<file path="config.mk">
export PLATFORM = sky130hd
export DESIGN_NAME = addsub_arbiter
export DESIGN_NICKNAME = d
export VERILOG_FILES = /design/src/rtl/addsub_arbiter.sv
export SDC_FILE = /design/constraint.sdc
export NUM_CORES = 1
export LEC_CHECK = 0
export CAP_MARGIN = 10
export CORE_AREA = 2 2 84 94
export CTS_CLUSTER_DIAMETER = 60
export DETAILED_ROUTE_END_ITERATION = 16
export DIE_AREA = 0 0 86 96
export PLACE_DENSITY = 0.79
export SETUP_SLACK_MARGIN = 0.2
export SYNTH_ARGS = -nofsm -noshare
export SYNTH_HDL_FRONTEND = slang
export SYNTH_SLANG_ARGS = --single-unit
</file>
<file path="constraint.sdc">
create_clock -name clk -period 6.2 [get_ports clk]
set_clock_uncertainty 0.2 [all_clocks]
set_input_delay 1.55 -clock clk [delete_from_list [all_inputs] [get_ports clk]]
set_output_delay 1.55 -clock clk [all_outputs]
set_load 0.01 [all_outputs]
</file>
<file path="src/rtl/addsub_arbiter.sv">
// Round-robin arbiter and sequencer for two requesters sharing one 16-bit
// saturating add/sub datapath; one operation in flight, result returned after 2 cycles.
module addsub_arbiter #(
  parameter int WIDTH = 16
) (
  input  logic             clk,
  input  logic             rst,
  input  logic             req0_valid,
  input  logic [WIDTH-1:0] req0_a,
  input  logic [WIDTH-1:0] req0_b,
  input  logic             req0_sub,
  output logic             req0_ready,
  input  logic             req1_valid,
  input  logic [WIDTH-1:0] req1_a,
  input  logic [WIDTH-1:0] req1_b,
  input  logic             req1_sub,
  output logic             req1_ready,
  output logic             resp0_valid,
  output logic             resp1_valid,
  output logic [WIDTH-1:0] resp_result,
  output logic [2:0]       resp_flags
);

  typedef enum logic [1:0] {IDLE, EXEC, DONE} state_e;

  state_e           state_q;
  logic             last_grant_q;
  logic             owner_q;
  logic             sub_q;
  logic [WIDTH-1:0] a_q;
  logic [WIDTH-1:0] b_q;
  logic [WIDTH-1:0] result_q;
  logic [2:0]       flags_q;
  logic             resp0_q;
  logic             resp1_q;

  logic [1:0]       valid_w;
  logic [1:0]       ready_w;
  logic             grant;
  logic             is_idle;
  logic             handshake;

  // Alternate under contention; otherwise the sole valid requester wins.
  assign grant     = (req0_valid & req1_valid) ? ~last_grant_q : req1_valid;
  assign is_idle   = (state_q == IDLE) & ~rst;
  assign valid_w   = {req1_valid, req0_valid};

  genvar gi;
  generate
    for (gi = 0; gi < 2; gi++) begin : g_ready
      assign ready_w[gi] = is_idle & valid_w[gi] & (grant == 1'(gi));
    end
  endgenerate

  assign req0_ready = ready_w[0];
  assign req1_ready = ready_w[1];
  assign handshake  = |ready_w;

  logic [WIDTH-1:0] op_b_eff;
  logic [WIDTH-1:0] raw_sum;
  logic             ovf;
  logic [WIDTH-1:0] result_d;
  logic [2:0]       flags_d;

  // Subtraction is A + ~B + 1; overflow when like-signed operands yield an unlike sign.
  assign op_b_eff = sub_q ? ~b_q : b_q;
  assign raw_sum  = a_q + op_b_eff + {{(WIDTH-1){1'b0}}, sub_q};
  assign ovf      = (a_q[WIDTH-1] == op_b_eff[WIDTH-1]) & (raw_sum[WIDTH-1] != a_q[WIDTH-1]);
  assign result_d = !ovf          ? raw_sum :
                    a_q[WIDTH-1]  ? {1'b1, {(WIDTH-1){1'b0}}} :
                                    {1'b0, {(WIDTH-1){1'b1}}};
  assign flags_d  = {result_d[WIDTH-1], ovf, (result_d == '0)};

  always_ff @(posedge clk) begin
    if (rst) begin
      state_q      <= IDLE;
      last_grant_q <= 1'b1;
      owner_q      <= 1'b0;
      sub_q        <= 1'b0;
      a_q          <= '0;
      b_q          <= '0;
      result_q     <= '0;
      flags_q      <= 3'b000;
      resp0_q      <= 1'b0;
      resp1_q      <= 1'b0;
    end else begin
      resp0_q <= 1'b0;
      resp1_q <= 1'b0;
      case (state_q)
        IDLE: begin
          if (handshake) begin
            a_q          <= grant ? req1_a : req0_a;
            b_q          <= grant ? req1_b : req0_b;
            sub_q        <= grant ? req1_sub : req0_sub;
            owner_q      <= grant;
            last_grant_q <= grant;
            state_q      <= EXEC;
          end
        end
        EXEC: begin
          result_q <= result_d;
          flags_q  <= flags_d;
          resp0_q  <= ~owner_q;
          resp1_q  <= owner_q;
          state_q  <= DONE;
        end
        DONE:    state_q <= IDLE;
        default: state_q <= IDLE;
      endcase
    end
  end

  assign resp0_valid = resp0_q;
  assign resp1_valid = resp1_q;
  assign resp_result = result_q;
  assign resp_flags  = flags_q;

endmodule

</file>
## Yosys cells after proc, flatten, opt, wreduce, memory -nomap -nowiden

Index checks and enable logic that the tools add are counted.

- Word-level logic and storage cells: 43
- Bits in read-only memories: 0
- RAM bits: 0
- Register bits: 58
- Memories kept: 0
- Output and inout port bits: 23
- Bits of input ports: 70
- Latch bits: 0

- Bitwise gates (word level): 13
- $add $sub $neg: 2
- Reductions and logical operators: 5
- Mux-type cells: 9
- Order comparisons: 0
- Multipliers: 0
- Shift-type cells: 0
- Eq/ne operators: 4
- Divide/modulo/power cells: 0

Operators with widths:

| operator | number |
|---|---|
| 16-bit 2-to-1 mux | 5 |
| 16-bit by 1-bit adder with 16-bit output | 1 |
| 16-bit adder | 1 |
| 16-bit zero test | 1 |
| 16-bit inverter | 1 |
| 1-bit AND | 7 |
| 1-bit inverter | 5 |
| 2-bit one-hot mux with 2 select lines | 1 |
| 2-bit OR reduction | 2 |
| 2-bit by 1-bit equality test with 1-bit output, second input constant | 1 |
| 2-bit zero test | 1 |
| 1-bit 2-to-1 mux | 2 |
| 2-bit 2-to-1 mux | 1 |
| 2-bit != test, second input constant | 1 |
| 2-bit AND reduction | 1 |
| 1-bit equality test | 1 |
| 1-bit != test | 1 |

## Depth between registers and ports, before layout

- Word-level depth: 8
- Depth in mapped cells: 13

## Least setup slack after synthesis

No wires, ideal clock.

- Kind: input to output
- From: input req1_valid
- To: output req0_ready
- Path slack: 1.831 ns
- Buffers on the path: 2
- Arrival: 2.619 ns
- Cell stages on the path: 4
- Path through: a21boi_0 > clkbuf_1 > clkbuf_1 > nor2_1

- Longest elaborated chain between the ends: 4

Ends and longest elaborated chain:

| item | RTL line | source |
|---|---|---|
| start: declaration | 13 | `input logic req1_valid,` |
| 1-bit AND | 44 | `assign grant = (req0_valid & req1_valid) ? ~last_grant_q : req1_valid;` |
| 1-bit 2-to-1 mux * | 44 |  |
| 1-bit inverter * | 51 | `assign ready_w[gi] = is_idle & valid_w[gi] & (grant == 1'(gi));` |
| 1-bit AND * | 51 |  |
| end: declaration | 12 | `output logic req0_ready,` |

Mark *: on every way between the ends. The rest lies on a longest branch, timed or not.

## Worst setup path after layout

Ends and elaborated chain as after synthesis.

==> impl_metrics.toml <==
[critical_path]
cp.arrival_ns = 3.27
crit_family = "buffers and inverters"
worst-path-max-fanout = 34
cp_num_buf_inv = 3
crit_top_cell = "clkdlybuf4s50_1"
path_class = "primary input to output port"
worstReg2RegStart = "sub_q"
slowest_delay_ns = 0.49
end_kind = "output port"
worstPathCellList = "clkdlybuf4s50_1 -> a21boi_4 -> buf_4 -> nor2_1 -> clkdlybuf4s50_1"
critPathLaunchType = "primary input"
crit_required_ns = 4.45
crit_start = "req1_valid"
crit_path_top_delay_cell = "clkdlybuf4s50_1"

[drt]
viasPerCell = 5.29
ant_nets = 0
wirelength_um = 7590
drc = 0
wire_per_inst_um = 13.9
num_vias = 2892
drtPass1Iterations = 4
wl_met2_um = 3820
wl_met3_um = 277
top_layer_used = "met4"
drtIter0Drc = 78
wl_met1_um = 3320

[global_routing]
grt_pass1_vias = 2661
grt_pass1_wl_um = 12100
grt_use_total = 0.190
antenna_found_initial = 0
grt.overflow.total = 0
grt_max_degree = 68

[clock_network]
cts.repair.resized = 0
cts_sinks = 57
cts_tree = "built"
cts_setup_buffers = 0
clock_latency_ns = 0.34
cts_root_buffer = "clkbuf_8"
holdBufCountCts = 0
path_clk_slew_ns = 0.06
numCtsBuffers = 9
cts.path.max_buffers = 2
htree_levels = 3

[floorplanning]
chipHeight_um = 96
dieArea_sq_um = 8260
initial_core_util = 0.449
pin_count = 93
die_w_um = 86
rows = 33
core_area_sq_um = 7310

[power]
p_per_area_nw_per_um2 = 248
p_sw_frac = 0.323
clkPwrFrac = 0.273
seqPwrFrac = 0.393
p_comb_frac = 0.334
power_leakage_nw = 1.77
internal_power_mw = 0.741
ir_drop_uv = 105
switchingPower_mw = 0.353
power.total_mw = 1.09

[synth]
ys.flop_type = "dfxtp_1"
muxShareOfSynthArea = 0.105
synth_cell_types = 47
synthSimpleGateAreaFrac = 0.136
syn_area_per_cell_sq_um = 8.78
synth_compound_area_frac = 0.231
synth_fa_ha_area_frac = 0.0633
synth_top_family_by_area = "compound AO/OA/AOI/OAI gates"
yosys_warnings = 0
syn-instance-count = 374
ys_ff_latch = 57
synthXorXnorAreaFrac = 0.0774
synthArstFlopShare = 0
synth-edff-count = 0
synth_nets = 460
syn_area_sq_um = 3280
seq_area_frac_synth = 0.348

[worst_hold_path]
min_from = "resp_result[3]"
worstHoldPathType = "register to register"

[timing]
min_period_over_period = 0.809
setup_viol = 0
fin_tns_setup_ns = 0
grt_setup_unrepaired = "false"
max_clock_freq_ghz = 0.199
worst_hold_slack_ns = 0.258
worst_pin_slew_ns = 0.841
slew_headroom = 0.439
slew_viol_final = 0
post-route-min-period_ns = 5.02
finalHoldViolations = 0

[layout]
fin_nets = 543
area_delta_synth_final_pct = 34.4
drive_gt1_frac = 0.0609
post-route-util = 0.604
antennaDiodeCount = 0

[outcome]
status = "completed"

[job]
maxCapViolCount = 0

[placement]
port_buffers = 92
dp_hpwl_um = 6070
gp_congestion = 0.821
-- path summary, 6_finish.rpt --
check | to | slack (ns) | cells after the start
max | req0_ready | 1.18 | 5
min | resp_result[3] | 0.26 | 2
max reg2reg | resp_flags[0] | 2.25 | 10
min reg2reg | resp_result[3] | 0.26 | 2
-- sequential cells by signal, summed over array words and instances (netlist names) --
register	cells
last_grant_q	1
state_q	2
sub_q	1
resp0_valid	1
a_q	16
resp1_valid	1
resp_result	16
owner_q	1
resp_flags	2
b_q	16
-- synthesized netlist by cell type, types with 2 or more instances --
master,count,area (sq um)
a2111oi_0,2,17.5
a211o_1,2,17.5
a211oi_1,37,278
a21o_1,3,22.5
a21oi_1,27,135
and2_1,2,12.5
and3_1,2,12.5
buf_2,2,10.0
clkbuf_1,20,75.1
dfxtp_1,57,1140
ha_1,15,188
inv_1,7,26.3
mux2i_1,33,330
nand2_1,17,63.8
nand2b_1,2,12.5
nand4_1,2,12.5
nor2_1,56,210
nor3_1,13,65.1
o21ai_0,15,75.1
o21ai_1,4,20.0
o21bai_1,3,22.5
xnor2_1,10,87.6
xor2_1,19,166
-- cell families after synthesis --
logic type / after synthesis
xor+xnor: 29
fa+ha+maj: 16
compound gates: 107
simple gates: 100
mux: 34
buf+inv: 31
flops: 57
-- tightest hold or removal path, cell delays in order, from the launching register on --
cell	delay (ns)
dfxtp_1	0.31
nand2_1	0.05
a21oi_1	0.05
-- per-layer routing --
| layer | GRT usage | up-vias |
|---|---|---|
| li1 | - | 1526 |
| met1 | 0.215 | 1285 |
| met2 | 0.343 | 67 |
| met3 | 0.0360 | 14 |
| met4 | 0.0886 | 0 |
| met5 | 0 | - |
-- area by class of cell --
| cell class | count | area, sq um |
|---|---|---|
| repair buffers | 96 | 951 |
| multi-input cells | 286 | 2020 |
| fillers | 663 | 2900 |
| well taps | 87 | 109 |
| flip-flops and latches | 57 | 1140 |
| clock buffers | 14 | 163 |
| inverters | 7 | 26.3 |
-- cells in the final DEF, fill, tap and decap left out, types with 3 or more instances in the layout --
cell,n
a211oi_1,37
a21o_1,3
a21oi_1,27
buf_4,4
clkbuf_1,3
clkbuf_8,11
clkdlybuf4s50_1,92
dfxtp_1,57
ha_1,15
inv_1,6
mux2i_1,33
nand2_1,17
nor2_1,56
nor3_1,13
o21ai_0,15
o21ai_1,4
o21bai_1,3
xnor2_1,10
xor2_1,19
-- through the flow --
step                      instances  setup WS (ns)  area (sq um)
final                           547           1.18          4410
after global routing            547           1.09          4410
after global placement          533           1.20          4250
after CTS                       547           1.16          4410
after floorplan                 374           1.83          3280
after detailed placement        533           1.17          4250
-- power groups by stage --
| stage | sequential (mW) | combinational [mW] | clock [mW] |
|---|---|---|---|
| after floorplan | 0.434 | 0.240 | 0 |
| after global placement | 0.437 | 0.360 | 0 |
| after detailed placement | 0.439 | 0.365 | 0 |
| after CTS | 0.431 | 0.367 | 0.307 |
| after global routing | 0.435 | 0.405 | 0.324 |
| final | 0.430 | 0.365 | 0.299 |
Power figures use the tool's default switching activity.
